$ cat config.mk
export PLATFORM = sky130hd
export DESIGN_NAME = regfile_write_arbiter
export DESIGN_NICKNAME = d
export VERILOG_FILES = /design/src/rtl/mips_pkg.sv /design/src/rtl/regfile_write_arbiter.sv
export SDC_FILE = /design/constraint.sdc
export NUM_CORES = 1
export LEC_CHECK = 0
export ABC_CLOCK_PERIOD_IN_PS = 2300
export CORE_UTILIZATION = 36
export DETAILED_ROUTE_END_ITERATION = 8
export PLACE_DENSITY = 0.83
export SLEW_MARGIN = 10
export SYNTH_ARGS = -nofsm -noshare
export SYNTH_HDL_FRONTEND = slang
export SYNTH_SLANG_ARGS = --single-unit
$ cat constraint.sdc
create_clock -name clk -period 2.3 [get_ports clk]
set_input_delay 0.46 -clock clk [delete_from_list [all_inputs] [get_ports clk]]
set_output_delay 0.46 -clock clk [all_outputs]
set_load 0.02 [all_outputs]
$ cat src/rtl/mips_pkg.sv
// -----------------------------------------------------------------------------
// mips_pkg
// Shared definitions for the register-file write arbiter.
//   arb_state_t : 2-bit FSM state encodings ARB_IDLE / ARB_PENDING /
//                 ARB_STALL / ARB_ACK
//   REG_ZERO    : architectural zero register index (writes are dropped)
//   slot_free() : true when the writeback stage does not occupy the write port
// -----------------------------------------------------------------------------
package mips_pkg;

  typedef enum logic [1:0] {
    ARB_IDLE    = 2'd0,
    ARB_PENDING = 2'd1,
    ARB_STALL   = 2'd2,
    ARB_ACK     = 2'd3
  } arb_state_t;

  localparam logic [4:0] REG_ZERO = 5'd0;

  // A WB write to r0 is architecturally a no-op, so that cycle's port slot
  // can be given to a debug write.
  function automatic logic slot_free(input logic we, input logic [4:0] dst);
    return (!we) || (dst == REG_ZERO);
  endfunction

endpackage

$ cat src/rtl/regfile_write_arbiter.sv
// -----------------------------------------------------------------------------
// regfile_write_arbiter
// Shares the register file's single write port between the writeback stage
// and a debug/loader requester. WB writes pass through combinationally and
// always win; a debug write is latched and committed in the first free WB
// slot. After MAX_WAIT cycles without a free slot the front end is stalled
// until a bubble reaches writeback.
//
// Parameters
//   MAX_WAIT            cycles a latched debug write waits before stalling
//                       (1..255)
// Ports
//   clk, reset          rising-edge clock, synchronous active-high reset
//   i_wb_write_data     [31:0] WB data
//   i_wb_write_register [4:0]  WB destination
//   i_wb_reg_write             WB enable
//   i_dbg_req                  debug request, held until o_dbg_ack
//   i_dbg_register      [4:0]  debug destination, sampled on acceptance
//   i_dbg_data          [31:0] debug data, sampled on acceptance
//   o_dbg_ack                  one-cycle pulse: debug write done
//   o_rf_write_data     [31:0] to register file
//   o_rf_write_register [4:0]  to register file
//   o_rf_reg_write             to register file
//   o_pipe_stall               stall request to the hazard unit
//   o_busy                     a debug write is latched and not yet acked
// Optional (macro REGFILE_ARB_FWD_EN):
//   o_fwd_valid, o_fwd_register [4:0], o_fwd_data [31:0]
//                       registered copy of the debug write committed in the
//                       previous cycle, for an ID-stage bypass
// -----------------------------------------------------------------------------
module regfile_write_arbiter
  import mips_pkg::*;
#(
  parameter int MAX_WAIT = 8
) (
  input  logic        clk,
  input  logic        reset,
  input  logic [31:0] i_wb_write_data,
  input  logic [4:0]  i_wb_write_register,
  input  logic        i_wb_reg_write,
  input  logic        i_dbg_req,
  input  logic [4:0]  i_dbg_register,
  input  logic [31:0] i_dbg_data,
  output logic        o_dbg_ack,
  output logic [31:0] o_rf_write_data,
  output logic [4:0]  o_rf_write_register,
  output logic        o_rf_reg_write,
  output logic        o_pipe_stall,
  output logic        o_busy
`ifdef REGFILE_ARB_FWD_EN
  ,
  output logic        o_fwd_valid,
  output logic [4:0]  o_fwd_register,
  output logic [31:0] o_fwd_data
`endif
);

  localparam int CNT_W = $clog2(MAX_WAIT + 1);
  localparam logic [CNT_W-1:0] WAIT_LAST = CNT_W'(MAX_WAIT - 1);
  localparam logic [CNT_W-1:0] CNT_MAX   = {CNT_W{1'b1}};

  arb_state_t        state_reg, state_next;
  logic [CNT_W-1:0]  cnt_reg, cnt_next;
  logic [4:0]        lat_register_reg, lat_register_next;
  logic [31:0]       lat_data_reg, lat_data_next;

  logic              wb_free;
  logic              commit;
  logic              ack;
  logic              stall;

  assign wb_free = slot_free(i_wb_reg_write, i_wb_write_register);

  // ---------------------------------------------------------------------------
  // State and latch registers
  // ---------------------------------------------------------------------------
  always_ff @(posedge clk) begin
    if (reset) begin
      state_reg        <= ARB_IDLE;
      cnt_reg          <= '0;
      lat_register_reg <= '0;
      lat_data_reg     <= '0;
    end else begin
      state_reg        <= state_next;
      cnt_reg          <= cnt_next;
      lat_register_reg <= lat_register_next;
      lat_data_reg     <= lat_data_next;
    end
  end

  // ---------------------------------------------------------------------------
  // Next-state and control
  // ---------------------------------------------------------------------------
  always_comb begin
    state_next        = state_reg;
    cnt_next          = cnt_reg;
    lat_register_next = lat_register_reg;
    lat_data_next     = lat_data_reg;
    commit            = 1'b0;
    ack               = 1'b0;
    stall             = 1'b0;

    case (state_reg)
      ARB_IDLE: begin
        if (i_dbg_req) begin
          lat_register_next = i_dbg_register;
          lat_data_next     = i_dbg_data;
          cnt_next          = '0;
          state_next        = ARB_PENDING;
        end
      end

      ARB_PENDING: begin
        if (lat_register_reg == REG_ZERO) begin
          // Writes to r0 are discarded: ack without touching the port.
          state_next = ARB_ACK;
        end else if (wb_free) begin
          commit     = 1'b1;
          state_next = ARB_ACK;
        end else if (cnt_reg == WAIT_LAST) begin
          state_next = ARB_STALL;
        end else if (cnt_reg != CNT_MAX) begin
          cnt_next = cnt_reg + 1'b1;
        end
      end

      ARB_STALL: begin
        stall = 1'b1;
        if (wb_free) begin
          commit     = 1'b1;
          state_next = ARB_ACK;
        end
      end

      ARB_ACK: begin
        ack        = 1'b1;
        state_next = ARB_IDLE;
      end

      default: begin
        state_next = ARB_IDLE;
      end
    endcase
  end

  // ---------------------------------------------------------------------------
  // Write-port mux: a commit only happens on a free slot, so no WB write is
  // ever displaced.
  // ---------------------------------------------------------------------------
  always_comb begin
    if (commit) begin
      o_rf_write_data     = lat_data_reg;
      o_rf_write_register = lat_register_reg;
      o_rf_reg_write      = 1'b1;
    end else begin
      o_rf_write_data     = i_wb_write_data;
      o_rf_write_register = i_wb_write_register;
      o_rf_reg_write      = i_wb_reg_write;
    end
  end

  assign o_dbg_ack    = ack;
  assign o_pipe_stall = stall;
  assign o_busy       = (state_reg != ARB_IDLE);

`ifdef REGFILE_ARB_FWD_EN
  // ---------------------------------------------------------------------------
  // Forwarding copy of the commit, visible during the ACK cycle.
  // ---------------------------------------------------------------------------
  logic        fwd_valid_reg;
  logic [4:0]  fwd_register_reg;
  logic [31:0] fwd_data_reg;

  always_ff @(posedge clk) begin
    if (reset) begin
      fwd_valid_reg    <= 1'b0;
      fwd_register_reg <= '0;
      fwd_data_reg     <= '0;
    end else begin
      fwd_valid_reg <= commit;
      if (commit) begin
        fwd_register_reg <= lat_register_reg;
        fwd_data_reg     <= lat_data_reg;
      end
    end
  end

  assign o_fwd_valid    = fwd_valid_reg;
  assign o_fwd_register = fwd_register_reg;
  assign o_fwd_data     = fwd_data_reg;
`endif

endmodule

==> out/qor.yml <==
yosys:
  syn-num-nets: 346
  synth-seq-area-share: 0.362
  synth.distinct_cells: 38
  syn_inst: 263
  ys.warnings.count: 0
  netlist_area_mm2: 0.00238
  ys_seq_elements: 43
  syn_avg_cell_area_um2: 9.03
grt:
  grt_max_degree: 23
  grt_pass1_wl_mm: 10.6
  antenna_found_initial: 0
  gr-usage-all-layers: 0.189
  grt_overflow_total: 0
  grt_pass1_vias: 2318
critical_path:
  path_cells: "or3_4, o31a_1, o211ai_4, buf_12, buf_12, mux2_4, buf_6"
  crit_slowest_cell: "or3_4"
  worstPathMaxFanout: 8
  cpMostUsedCell: "buf_12"
  critPathRequiredTime_ns: 1.84
  path_delay_family: "compound AO/OA/AOI/OAI gates"
  crit_type: "reg -> out"
  slowest_delay_ns: 0.38
  path_buf_inv: 3
  endpoint_kind: "output pin"
  startpoint_type: "flop"
  cp.arrival_ns: 2.23
cts:
  cts_root_buffer: "clkbuf_8"
  h-tree-depth: 2
  tritoncts: "done"
  cts_buffers: 5
  cts_hold_buf: 0
  clock_latency_ns: 0.29
  clkSlewWorstSetupHoldPaths_ns: 0.09
  cts.sinks: 43
  cts_buffer_depth: 2
routing:
  postRouteAntennaNets: 0
  drt_pass1_iterations: 6
  drcViolationCount: 0
  wirelength_mm: 6.84
  routedWlPerCell_um: 14.3
  viasPerCell: 4.91
  initialDrtViolationCount: 69
  via_count: 2350
floorplanning:
  start_util: 0.374
  rows: 29
  fp.dieH_um: 83.2
  fp.dieW_um: 83.2
  die_area_mm2: 0.00693
  coreArea_mm2: 0.00635
  io_pins: 119
hold_path:
  holdCritPathClass: "reg -> reg"
timing:
  clock.fmax_ghz: 0.372
  min_period_ns: 2.69
  period_share: 1.17
  setup_viol: 37
  skew_ns: 0.00739
  rsz0062_at_grt: "yes"
  worst_pin_slew_ns: 0.597
  fin_ws_ns: -0.389
  hold_viol: 0
  maxSlewViolCount: 0
  max_slew_margin: 0.601
  whs_ns: 0.461
power:
  internal_power_mw: 2.14
  p_clk_frac: 0.138
  power_density_mw_per_mm2: 868
  p_comb_frac: 0.574
  p_leak_nw: 1.80
  power_frac_seq: 0.288
  peakVddDrop_v: 0.000480
  power.switching_mw: 1.33
  swShare: 0.384
  power_mw: 3.48
finish:
  multi_input_area_mm2: 0.00142
  largest_reg_flops: 32
  nFillCells: 509
  layout_common_cells: "83 x nand2_1, 76 x clkdlybuf4s50_1, 42 x dfxtp_1, 38 x a21oi_1"
  fin_nets: 484
  drive_above_1_share: 0.296
  layoutNonFillerInstCount: 479
  seqCellArea_um2: 862
  syn2layout_area_growth_pct: 68.7
  layout_commonest_cell: "nand2_1"
  antenna_cells: 0
place:
  dp_slack_ns: -1.02
  place_inst: 466
  place_congestion: 0.863
  dp_hpwl_mm: 4.80
  io_buffer_count: 118
flow_run:
  maxCapViolations: 0
run_status:
  violations: "negative setup slack"
  status: "finished with violations"
==> routing by layer <==
metal	wire length, um	share of wire	track usage
met5	0	0	0
met4	108	0.016	0.0878
met3	322	0.047	0.0348
met2	3520	0.51	0.348
met1	2890	0.42	0.208
==> Yosys cell counts, drive strengths merged <==
master | n | area share
o2111ai | 1 | 0.0037
o31a | 1 | 0.0037
and2 | 2 | 0.0053
inv | 5 | 0.0079
and3 | 1 | 0.0026
mux2 | 38 | 0.23
nor2 | 3 | 0.0047
or3 | 2 | 0.0074
o21a | 1 | 0.0032
a32oi | 1 | 0.0037
o21ai | 3 | 0.011
nor3 | 1 | 0.0021
buf | 6 | 0.030
and3b | 1 | 0.0037
dfxtp | 43 | 0.36
o31ai | 2 | 0.0063
nand4 | 1 | 0.0026
nand2b | 1 | 0.0026
clkbuf | 9 | 0.014
o211ai | 1 | 0.0090
a31oi | 1 | 0.0026
nand3 | 2 | 0.0042
or4 | 3 | 0.012
nand2 | 83 | 0.13
nor2b | 1 | 0.0026
o32ai | 1 | 0.0037
a21oi | 38 | 0.080
ha | 5 | 0.026
a22o | 1 | 0.0037
mux2i | 3 | 0.013
a41o | 1 | 0.0042
a311oi | 1 | 0.0037
==> tightest hold or removal path, delay by kind of cell (launching register included) <==
family          cells  cell delay [ns]
compound gates      1             0.05
flops               1             0.31
simple gates        1             0.05
==> layout make-up <==
cell class | count | share of cell area
clock inverter | 3 | 0.00500
multi-input combinational | 200 | 0.354
sequential | 43 | 0.215
tap | 77 | 0.0240
inverter | 5 | 0.00468
clock buffer | 5 | 0.0172
timing repair buffer | 146 | 0.380
==> cell families (layout without fill, tap and decap cells) <==
family          Yosys count  in the layout  share of synthesized area
fa+ha+maj                 5              5                     0.0263
flops                    43             43                      0.362
simple gates            101            101                      0.181
buf+inv                  20            159                     0.0521
compound gates           53             53                      0.139
mux                      41             41                      0.240
==> final timing paths <==
path | from | to | slack (ns) | cells past startpoint
setup / recovery | lat_register_reg[4] | o_rf_write_register[3] | -0.39 | 7
hold / removal | lat_data_reg[3] | lat_data_reg[3] | 0.46 | 2
setup reg to reg | state_reg[0] | state_reg[1] | 0.20 | 6
hold reg to reg | lat_data_reg[3] | lat_data_reg[3] | 0.46 | 2
==> through the flow <==
step / area, um2 / setup TNS [ns] / utilization
after floorplan: 2380 / -2.01 / -
after global placement: 3750 / -35.43 / 0.590
after detailed placement: 3750 / -36.55 / 0.590
after CTS: 3920 / -19.04 / 0.618
after global routing: 4010 / -16.56 / 0.631
final: 4010 / -13.93 / 0.631
==> repair_timing <==
item,in CTS,in global routing
buffers inserted,4,0
hold endpoints to repair,0,0
resized for setup,200,47
pin swaps,4,4
setup endpoints to repair,38,38
cloned,3,1
==> power groups by stage <==
stage	Clock (mW)	Sequential (mW)	Combinational, mW
global route	0.523	1.02	2.15
CTS	0.492	0.999	1.95
detailed placement	0	1.01	1.85
global placement	0	1.01	1.81
finish	0.479	1.00	2.00
floorplan	0	1.00	1.15
(Power assumes the default switching activity.)
